$ cat config.mk
export PLATFORM = sky130hd
export DESIGN_NAME = ecc_scrub_ctrl
export DESIGN_NICKNAME = d
export VERILOG_FILES = /design/src/rtl/ecc_scrub_pkg.sv /design/src/rtl/ecc_scrub_timer.sv /design/src/rtl/ecc_scrub_ctrl.sv
export SDC_FILE = /design/constraint.sdc
export NUM_CORES = 1
export LEC_CHECK = 0
export ABC_AREA = 1
export CORE_MARGIN = 8
export CORE_UTILIZATION = 49
export DETAILED_ROUTE_END_ITERATION = 6
export PLACE_DENSITY = 0.8
export SYNTH_ARGS = -nofsm -noshare
export SYNTH_HDL_FRONTEND = slang
export SYNTH_SLANG_ARGS = --single-unit
$ cat constraint.sdc
create_clock -name clk -period 2.16 [get_ports clk]
set_input_delay 0.432 -clock clk [delete_from_list [all_inputs] [get_ports clk]]
set_output_delay 0.432 -clock clk [all_outputs]
set_load 0.01 [all_outputs]
$ cat src/rtl/ecc_scrub_pkg.sv
// rtl/ecc_scrub_pkg.sv - shared types and constants for the ECC patrol scrubber
//
// Purpose: scrub FSM state encoding and command direction encodings used by
//          ecc_scrub_ctrl and its bench.
package ecc_scrub_pkg;

    typedef enum logic [2:0] {
        IDLE     = 3'd0,
        WAIT_TMR = 3'd1,
        RD_REQ   = 3'd2,
        RD_WAIT  = 3'd3,
        WB_REQ   = 3'd4,
        NEXT     = 3'd5
    } scrub_state_e;

    localparam logic CMD_RD = 1'b0;
    localparam logic CMD_WR = 1'b1;

endpackage

$ cat src/rtl/ecc_scrub_timer.sv
// rtl/ecc_scrub_timer.sv - loadable down-counter with zero flag
//
// Purpose: generic W-bit down-counter, used by the scrubber for both the
//          inter-read interval and the read-response timeout.
// Ports:
//   clk        clock
//   rst        synchronous reset, active-high (count -> 0)
//   load_i     load load_val_i (has priority over dec_i)
//   load_val_i value to load
//   dec_i      decrement by one; holds at zero
//   zero_o     count is zero
module ecc_scrub_timer #(
    parameter int W = 16
) (
    input  logic         clk,
    input  logic         rst,
    input  logic         load_i,
    input  logic [W-1:0] load_val_i,
    input  logic         dec_i,
    output logic         zero_o
);

    logic [W-1:0] count_q;

    always_ff @(posedge clk) begin
        if (rst) begin
            count_q <= '0;
        end else if (load_i) begin
            count_q <= load_val_i;
        end else if (dec_i && (count_q != '0)) begin
            count_q <= count_q - W'(1);
        end
    end

    assign zero_o = (count_q == '0);

endmodule

$ cat src/rtl/ecc_scrub_ctrl.sv
// rtl/ecc_scrub_ctrl.sv - patrol-scrub sequencer for the 72/64 ECC datapath
//
// Purpose: walks the address window [base_addr, last_addr], issuing one read per
//          scrub interval. A correctable response (SBE or parity-bit error) is
//          written back so the engine re-encodes the check bits; a DBE is only
//          counted and its address logged. Missing responses set timeout_err.
// Optional feature macro: ECC_SCRUB_SYND_LOG_EN adds rsp_syndrome/last_syndrome.
// Ports:
//   clk, rst                       clock, synchronous active-high reset
//   scrub_en, interval             enable, idle cycles between reads
//   base_addr, last_addr           scrub window (inclusive)
//   clr_counters                   clears sbe_count/dbe_count/timeout_err
//   cmd_valid/ready/write/addr/wdata  command channel to the memory arbiter
//   rsp_valid/data/sbe/dbe/parity  registered response from the ECC engine
//   busy, pass_done                status (pass_done pulses on window wrap)
//   sbe_count, dbe_count, dbe_addr, timeout_err   error statistics
//   rsp_syndrome, last_syndrome    (ECC_SCRUB_SYND_LOG_EN only) syndrome log
module ecc_scrub_ctrl
    import ecc_scrub_pkg::*;
#(
    parameter int ADDR_WIDTH = 16,
    parameter int DATA_WIDTH = 64,
    parameter int ECC_WIDTH  = 8,
    parameter int INTERVAL_W = 16,
    parameter int CNT_WIDTH  = 16,
    parameter int TIMEOUT    = 255
) (
    input  logic                  clk,
    input  logic                  rst,
    input  logic                  scrub_en,
    input  logic [INTERVAL_W-1:0] interval,
    input  logic [ADDR_WIDTH-1:0] base_addr,
    input  logic [ADDR_WIDTH-1:0] last_addr,
    input  logic                  clr_counters,
    output logic                  cmd_valid,
    input  logic                  cmd_ready,
    output logic                  cmd_write,
    output logic [ADDR_WIDTH-1:0] cmd_addr,
    output logic [DATA_WIDTH-1:0] cmd_wdata,
    input  logic                  rsp_valid,
    input  logic [DATA_WIDTH-1:0] rsp_data,
    input  logic                  rsp_sbe,
    input  logic                  rsp_dbe,
    input  logic                  rsp_parity,
`ifdef ECC_SCRUB_SYND_LOG_EN
    input  logic [ECC_WIDTH-1:0]  rsp_syndrome,
    output logic [ECC_WIDTH-1:0]  last_syndrome,
`endif
    output logic                  busy,
    output logic                  pass_done,
    output logic [CNT_WIDTH-1:0]  sbe_count,
    output logic [CNT_WIDTH-1:0]  dbe_count,
    output logic [ADDR_WIDTH-1:0] dbe_addr,
    output logic                  timeout_err
);

    // The timeout timer is loaded with TIMEOUT-1 on read acceptance and the
    // wait ends on the cycle it is already zero, giving exactly TIMEOUT
    // RD_WAIT cycles.
    localparam int TO_W = (TIMEOUT < 2) ? 1 : $clog2(TIMEOUT);

    scrub_state_e          state_q, state_d;
    logic [ADDR_WIDTH-1:0] ptr_q, ptr_d;
    logic [ADDR_WIDTH-1:0] last_q, last_d;
    logic [INTERVAL_W-1:0] interval_q, interval_d;
    logic [DATA_WIDTH-1:0] wdata_q, wdata_d;
    logic [ADDR_WIDTH-1:0] dbe_addr_q, dbe_addr_d;
    logic [CNT_WIDTH-1:0]  sbe_q, dbe_q;
    logic                  timeout_q, busy_q, pass_q;

    logic                  tmr_load, tmr_dec, tmr_zero;
    logic [INTERVAL_W-1:0] tmr_val;
    logic                  to_load, to_dec, to_zero;
    logic                  sbe_inc, dbe_inc, to_set, pass_d;

    ecc_scrub_timer #(.W(INTERVAL_W)) u_interval_tmr (
        .clk        (clk),
        .rst        (rst),
        .load_i     (tmr_load),
        .load_val_i (tmr_val),
        .dec_i      (tmr_dec),
        .zero_o     (tmr_zero)
    );

    ecc_scrub_timer #(.W(TO_W)) u_timeout_tmr (
        .clk        (clk),
        .rst        (rst),
        .load_i     (to_load),
        .load_val_i (TO_W'(TIMEOUT - 1)),
        .dec_i      (to_dec),
        .zero_o     (to_zero)
    );

    always_comb begin
        state_d    = state_q;
        ptr_d      = ptr_q;
        last_d     = last_q;
        interval_d = interval_q;
        wdata_d    = wdata_q;
        dbe_addr_d = dbe_addr_q;
        tmr_load   = 1'b0;
        tmr_val    = interval_q;
        tmr_dec    = 1'b0;
        to_load    = 1'b0;
        to_dec     = 1'b0;
        sbe_inc    = 1'b0;
        dbe_inc    = 1'b0;
        to_set     = 1'b0;
        pass_d     = 1'b0;

        case (state_q)
            IDLE: begin
                if (scrub_en) begin
                    ptr_d      = base_addr;
                    last_d     = last_addr;
                    interval_d = interval;
                    tmr_load   = 1'b1;
                    tmr_val    = interval;
                    state_d    = WAIT_TMR;
                end
            end
            WAIT_TMR: begin
                if (!scrub_en) begin
                    state_d = IDLE;
                end else if (tmr_zero) begin
                    state_d = RD_REQ;
                end else begin
                    tmr_dec = 1'b1;
                end
            end
            RD_REQ: begin
                if (cmd_ready) begin
                    to_load = 1'b1;
                    state_d = RD_WAIT;
                end
            end
            RD_WAIT: begin
                if (rsp_valid) begin
                    // DBE takes priority: the word cannot be repaired, so a
                    // simultaneous SBE flag must not trigger a writeback.
                    if (rsp_dbe) begin
                        dbe_inc    = 1'b1;
                        dbe_addr_d = ptr_q;
                        state_d    = NEXT;
                    end else if (rsp_sbe || rsp_parity) begin
                        // A flipped overall-parity bit leaves the data intact
                        // but the stored codeword is still wrong; rewrite it.
                        sbe_inc = 1'b1;
                        wdata_d = rsp_data;
                        state_d = WB_REQ;
                    end else begin
                        state_d = NEXT;
                    end
                end else if (to_zero) begin
                    to_set  = 1'b1;
                    state_d = NEXT;
                end else begin
                    to_dec = 1'b1;
                end
            end
            WB_REQ: begin
                if (cmd_ready) begin
                    state_d = NEXT;
                end
            end
            NEXT: begin
                if (ptr_q >= last_q) begin
                    // Wrap point doubles as the config resample point.
                    ptr_d      = base_addr;
                    last_d     = last_addr;
                    interval_d = interval;
                    pass_d     = 1'b1;
                end else begin
                    ptr_d = ptr_q + ADDR_WIDTH'(1);
                end
                if (scrub_en) begin
                    tmr_load = 1'b1;
                    tmr_val  = interval_d;
                    state_d  = WAIT_TMR;
                end else begin
                    state_d = IDLE;
                end
            end
            default: begin
                state_d = IDLE;
            end
        endcase
    end

    always_ff @(posedge clk) begin
        if (rst) begin
            state_q    <= IDLE;
            ptr_q      <= '0;
            last_q     <= '0;
            interval_q <= '0;
            wdata_q    <= '0;
            dbe_addr_q <= '0;
            busy_q     <= 1'b0;
            pass_q     <= 1'b0;
        end else begin
            state_q    <= state_d;
            ptr_q      <= ptr_d;
            last_q     <= last_d;
            interval_q <= interval_d;
            wdata_q    <= wdata_d;
            dbe_addr_q <= dbe_addr_d;
            busy_q     <= (state_d != IDLE);
            pass_q     <= pass_d;
        end
    end

    // Statistics: clear has priority over a same-cycle increment.
    always_ff @(posedge clk) begin
        if (rst || clr_counters) begin
            sbe_q     <= '0;
            dbe_q     <= '0;
            timeout_q <= 1'b0;
        end else begin
            if (sbe_inc && (sbe_q != '1)) begin
                sbe_q <= sbe_q + CNT_WIDTH'(1);
            end
            if (dbe_inc && (dbe_q != '1)) begin
                dbe_q <= dbe_q + CNT_WIDTH'(1);
            end
            if (to_set) begin
                timeout_q <= 1'b1;
            end
        end
    end

`ifdef ECC_SCRUB_SYND_LOG_EN
    logic [ECC_WIDTH-1:0] synd_q;

    always_ff @(posedge clk) begin
        if (rst) begin
            synd_q <= '0;
        end else if ((state_q == RD_WAIT) && rsp_valid && (rsp_sbe || rsp_dbe)) begin
            synd_q <= rsp_syndrome;
        end
    end

    assign last_syndrome = synd_q;
`endif

    // Command fields come straight from registers, so they are stable for
    // the whole time cmd_valid is held waiting for cmd_ready.
    assign cmd_valid   = (state_q == RD_REQ) || (state_q == WB_REQ);
    assign cmd_write   = (state_q == WB_REQ) ? CMD_WR : CMD_RD;
    assign cmd_addr    = ptr_q;
    assign cmd_wdata   = wdata_q;
    assign busy        = busy_q;
    assign pass_done   = pass_q;
    assign sbe_count   = sbe_q;
    assign dbe_count   = dbe_q;
    assign dbe_addr    = dbe_addr_q;
    assign timeout_err = timeout_q;

endmodule

* Word level (Yosys, flattened, before mapping)
Index checks and enable logic that the tools add are counted.
** Word-level totals
- Register bits :: 190
- Input port bits :: 121
- Output and inout bits :: 133
- Word-level logic and storage cells :: 102
** Operators by class
- Add/subtract/negate cells :: 5
- $lt $le $gt $ge :: 1
- Equal/unequal tests :: 9
- Muxes and demuxes :: 48
- Bitwise logic cells :: 2
- Reduce and logical (&&, ||, !) cells :: 23
** Operator list (number)
- $mux 16 :: 9
- $pmux 16 s2 :: 4
- $add 16x1->16 const B :: 3
- $ne 16x16->1 const B :: 2
- $mux 1 :: 25
- $mux 3 :: 7
- $pmux 3 s6 :: 1
- $ge 16x16->1 :: 1
- $logic_not 16->1 :: 1
- $mux 8 :: 2
- $reduce_bool 16->1 :: 1
- $sub 16x1->16 const B :: 1
- $logic_not 8->1 :: 1
- $reduce_bool 8->1 :: 1
- $sub 8x1->8 const B :: 1
- $eq 3x2->1 const B :: 2
- $eq 3x3->1 const B :: 2
- $reduce_and 3->1 :: 2
- $reduce_bool 2->1 :: 3
- $reduce_or 2->1 :: 3
- $logic_and 1x1->1 :: 4
- $ne 2x2->1 const B :: 2
- $reduce_and 4->1 :: 1
- $eq 3x1->1 const B :: 1
- other kinds (5) :: 8

* Logic depth before layout (Yosys ltp)
- Word-level depth :: 7
- Gate-level depth with buffers :: 19
- Mapped depth without buffers :: 18

* Hierarchy
Synthesis repeated with hierarchy kept, for this count alone.
** Unflattened totals
- Cell total of the unflattened synthesis :: 1573
- Area total of the unflattened synthesis :: 10336.2 um^2
** By module, submodules not included
- ecc_scrub_ctrl :: instances 1, cells each 1252, area each 8538.2 um^2, sequential area each 3323.2 um^2
- ecc_scrub_timer (u_interval_tmr) :: instances 1, cells each 220, area each 1206.2 um^2, sequential area each 320.3 um^2
- ecc_scrub_timer (u_timeout_tmr) :: instances 1, cells each 101, area each 591.8 um^2, sequential area each 160.2 um^2

* Worst setup path after synthesis
No wires, ideal clock.
- Path kind :: register to register
- Start point :: register ptr_q[5] (netlist: cmd_addr[5])
- End point :: register u_interval_tmr.count_q[10]
- Setup time :: 0.070 ns
- Arrival :: 1.888 ns
- Data required time :: 2.090 ns
- Setup slack :: 0.202 ns
- Stages on the path, launching flop included :: 18
- Path buffers :: 1
- Period minus slack after synthesis :: 1.958 ns
- Path through :: dfxtp_1 > ha_1 > nand2_1 > nand2_1 > nand2_1 > nand2_1 > nor2_1 > nand2_1 > nand2_1 > nand2_4 > inv_2 > buf_4 > nand2_1 > nand2_1 > nand2_1 > nand3_1 > nand2_1 > a21oi_1
** Between the ends
- Cells in the longest elaborated chain, start to end :: 5
** Ends and longest elaborated chain
- start: declaration :: line ecc_scrub_ctrl.sv:63 : logic [ADDR_WIDTH-1:0] ptr_q, ptr_d;
- start signal: assignment :: line ecc_scrub_ctrl.sv:202 : ptr_q <= ptr_d;
- $ge 16x16->1 :: line ecc_scrub_ctrl.sv:167 : if (ptr_q >= last_q) begin
- $mux 16 :: line ecc_scrub_ctrl.sv:167
- $mux 16 :: line ecc_scrub_ctrl.sv:176 : if (scrub_en) begin
- $pmux 16 s2 :: line ecc_scrub_ctrl.sv:111 : case (state_q)
- $mux 16 :: line ecc_scrub_timer.sv:28 : end else if (load_i) begin
- end signal: assignment :: line ecc_scrub_timer.sv:29 : count_q <= load_val_i;
- end signal: assignment :: line ecc_scrub_timer.sv:31 : count_q <= count_q - W'(1);
- end: declaration :: line ecc_scrub_timer.sv:23 : logic [W-1:0] count_q;
Every way passes these cells.
A chain may end at the register's enable or synchronous reset.

* Final worst setup path
- Start point :: register ptr_q[15] (netlist: cmd_addr[15])
- End point :: register ptr_q[0] (netlist: cmd_addr[0])
** Between the ends
- Cells in the longest elaborated chain, start to end :: 3
** Ends and longest elaborated chain (line)
- $ge 16x16->1 :: ecc_scrub_ctrl.sv:167
- $mux 16 :: ecc_scrub_ctrl.sv:167
- $pmux 16 s2 :: ecc_scrub_ctrl.sv:111
Every way passes these cells.

==> results by group <==
Routing
  – Routed WL per cell: 15.9 um
  – DR vias: 9907
  – Wirelength, routed: 29.6 mm
  – Drt first pass iters: 5
  – # DRC: 0
  – Post-route ant nets: 0
  – Vias per Instance: 5.33
  – Initial DRC Count: 644

Floorplanning
  – Row count: 50
  – Die area: about 0.024 sq mm
  – I/O pin cnt: 254
  – Initial Util: 49.9%
  – Core area: 0.0187 sq mm
  – Die Y: 154 um
  – Die X: 154 um

Global route
  – Largest net degree at the start of global routing: 65
  – Vias in the first global route: roughly 9600
  – Initial antenna violation count: 3
  – Global-route wire length before repair: 46.9 mm
  – GRT overflow: 0
  – Total GRT Usage: 24.0%

Cells and area
  – Layout area overhead: 41.8%
  – Nets: 1752
  – Final Cell Area: about 0.013 sq mm
  – Final non-filler cell total: around 1900
  – Layout fillers: 1482
  – Layout cells sized above 1: 10.3%

Setup path
  – Worst Reg-to-Reg Cells: 10
  – Critical R2R Capture: cmd_addr[0]$_SDFFE_PP0P_
  – Reg2Reg Setup Slack: 0.09 ns
  – Crit-path max FO: 18
  – Startpoint Class: flip-flop
  – Worst path max stage delay: 0.39 ns
  – Critical Path RT: 2.50 ns
  – Crit-path cells: ha_4, a21oi_2, o21ai_0, nor2_2, nand2_8, nor2_8, inv_4, o21ai_0, nand2_1, a21oi_1
  – Reg-to-Reg Start: cmd_addr[15]$_SDFFE_PP0P_
  – Worst Path Arrival: about 2.4 ns
  – Element type at the critical path end: flip-flop
  – Critical path's slowest cell: dfxtp_1
  – Setup CP Type: reg2reg
  – Most used cell, CP: o21ai_0

STA
  – Worst-Margin Slew: roughly 0.56 ns
  – Worst slew margin: between 60% and 70%
  – Final period util: 95.9%
  – Setup TNS: 0 ns
  – Final worst setup slack: 0.0883 ns
  – Minimum clock period: 2.07 ns
  – Final Hold Fails: 0
  – Final Skew: between 0.01 and 0.015 ns
  – RSZ-0062 raised after global routing: yes
  – Fmax: 483 MHz
  – Setup violations, final: 0
  – Pins over their slew limit: 0

Place
  – Worst slack at placement: -0.0278 ns
  – Dpl cells: approximately 1800
  – Placed cell area: 0.0125 sq mm
  – I/O Buffers: around 250
  – Final GP Congestion: around 0.92
  – Post-DP HPWL: between 20 and 25 mm

Synth
  – Syn Nets: 1472
  – FF+latch count, synth: 190
  – Synth top area share: 40.7%
  – Predominant post-synthesis flop cell: dfxtp_1
  – Post-synth EDFFs: 0
  – Register area share after synthesis: 40.7%
  – Post-synth ARST share: 0%
  – Post-Syn Area per Cell: 7.02 sq um
  – Netlist Area Pre-Place: 0.00934 sq mm
  – Largest area contributor in the netlist: dfxtp_1
  – Synth cell types: 51
  – Top post-synthesis cells by area: dfxtp_1, o21ai_0, nand2_1, nor2_1, a21oi_1
  – Ys Warns: 0
  – Post-Syn Instances: ~1300

Clock network
  – # hold bufs at CTS: 0
  – Total CTS buffers: 17
  – Clk pin slew, worst setup/hold paths: 0.07 ns
  – Max Root-Sink Buffers: 2
  – # H-tree levels: 4
  – CTS root buffer: clkbuf_16
  – Worst-skew pair later-pin latency: 0.43 ns
  – CTS tree: done
  – Sink Count: 190

Pwr
  – Clk network pwr share: 34.7%
  – Logic pwr share: 22.1%
  – Leakage: 5.43 nW
  – Switching power: 2.65 mW
  – Net Sw Frac: 30.5%
  – Total chip power: between 8 and 9 mW
  – Max VDD drop: approximately 750 uV
  – Int Power: 6.03 mW
  – Pwr dens: around 660 mW/mm^2
  – Flop pwr share: 43.1%

Run
  – Number of max-cap violations: 0

Min path
  – HP Start: last_q[0]$_SDFFE_PP0P_
  – Hold Path Depth: 2
  – Hold endpoint: last_q[0]$_SDFFE_PP0P_
  – Hold crit path type: reg2reg

Outcome
  – Status: completed
[layout make-up]
class                      count  area, sq um  area share, %
timing repair buffer         320         3180           24.0
sequential                   190         3810           28.8
inverter                     127          492           3.71
tap                          234          293           2.21
multi-input combinational    954         4910           37.1
clock buffer                  18          429           3.24
clock inverter                13          128          0.964
antenna                        3         7.51         0.0567
[cell usage in the layout (no fill, tap or decap), types with 4 or more instances in the layout]
| cell | synthesis | routed |
|---|---|---|
| a21oi_1 | 113 | 109 |
| a21oi_2 | 0 | 4 |
| a31oi_1 | 6 | 6 |
| buf_12 | 0 | 10 |
| buf_4 | 5 | 55 |
| clkbuf_16 | 0 | 18 |
| clkdlybuf4s50_1 | 0 | 251 |
| dfxtp_1 | 190 | 186 |
| dfxtp_2 | 0 | 4 |
| ha_1 | 21 | 14 |
| ha_4 | 0 | 7 |
| inv_1 | 112 | 110 |
| inv_2 | 12 | 12 |
| inv_4 | 3 | 4 |
| inv_8 | 0 | 4 |
| nand2_1 | 233 | 231 |
| nand2_2 | 3 | 4 |
| nand3_1 | 41 | 40 |
| nand4_1 | 18 | 18 |
| nor2_1 | 219 | 218 |
| nor2_2 | 4 | 5 |
| nor2_4 | 6 | 6 |
| nor3_1 | 20 | 19 |
| nor3b_1 | 6 | 6 |
| nor4_1 | 5 | 5 |
| o211ai_1 | 8 | 8 |
| o21a_1 | 10 | 10 |
| o21ai_0 | 177 | 174 |
| o21ai_1 | 6 | 8 |
| o21bai_1 | 7 | 7 |
| xnor2_1 | 4 | 4 |
| xor2_1 | 14 | 14 |
[critical path, delay by kind of cell, from the launching register on]
family                   cells  cell delay [ns]
AND/OR/NAND/NOR              4             0.68
AO/OA/AOI/OAI                4             0.56
flip-flops                   1             0.39
adder cells (fa/ha/maj)      1             0.23
buffers and inverters        1             0.11
[layer usage]
layer  wire (um)  track usage, %  vias to the layer above
met5           0               0                        -
met1       11700            26.3                     4552
met3        3200            10.5                       51
li1            -               -                     4923
met2       14000            40.1                      381
met4         765            9.10                        0
[state kept, by name, indices dropped and copies added (netlist names)]
name                    count
busy                        1
cmd_addr                   16
cmd_wdata                  64
dbe_addr                   16
dbe_count                  16
interval_q                 16
last_q                     16
pass_done                   1
sbe_count                  16
state_q                     3
timeout_err                 1
u_interval_tmr.count_q     16
u_timeout_tmr.count_q       8
[Yosys cell counts, drive strengths merged (8+ instances only)]
library cell,count
nand4,19
nand3,44
ha,21
a21oi,114
buf,23
nor3,23
xor2,14
clkbuf,36
nand2,238
o211ai,8
inv,127
nor2,232
dfxtp,190
o21ai,184
o21a,10
[cell families after synthesis]
kind of cell,share of synthesized area [%]
compound gates,19.3
simple gates,27.1
flops,40.7
fa+ha+maj,2.81
xor+xnor,1.69
buf+inv,8.19
mux,0.214
[metrics by stage]
step	utilization (%)	hold slack, ns
after floorplan	-	0.427
after global routing	70.8	0.488
after detailed placement	66.6	0.442
after CTS	69.6	0.453
final	70.8	0.453
after global placement	66.6	0.441
[power groups by stage]
stage                     logic, mW  clock network (mW)  registers, mW
final                          1.92                3.02           3.75
after CTS                      1.72                3.06           3.73
after global placement         1.67                   0           3.81
after detailed placement       1.71                   0           3.81
after floorplan                1.01                   0           3.83
after global routing           2.12                3.21           3.76
[timing repair]
action,CTS,global route
setup buffers,0,4
pin swaps,0,11
endpoints found under the setup margin,2,44
resized for setup,3,35
cloned,0,1
[how the worst max path moves through the flow]
stage / from / endpoint / slack, ns / depth (start not counted)
final: cmd_addr[15]$_SDFFE_PP0P_ / cmd_addr[0]$_SDFFE_PP0P_ / 0.09 / 10
after global routing: last_q[6]$_SDFFE_PP0P_ / cmd_addr[12]$_SDFFE_PP0P_ / -0.03 / 16
after CTS: last_q[7]$_SDFFE_PP0P_ / u_interval_tmr.count_q[14]$_SDFFE_PP0P_ / 0.04 / 17
after detailed placement: rsp_valid / sbe_count[15]$_SDFFE_PP0P_ / -0.03 / 11
after global placement: rsp_valid / sbe_count[15]$_SDFFE_PP0P_ / 0.002 / 11
after floorplan: cmd_addr[5]$_SDFFE_PP0P_ / u_interval_tmr.count_q[10]$_SDFFE_PP0P_ / 0.20 / 17
Note: power is estimated with default switching activity, not from simulation.
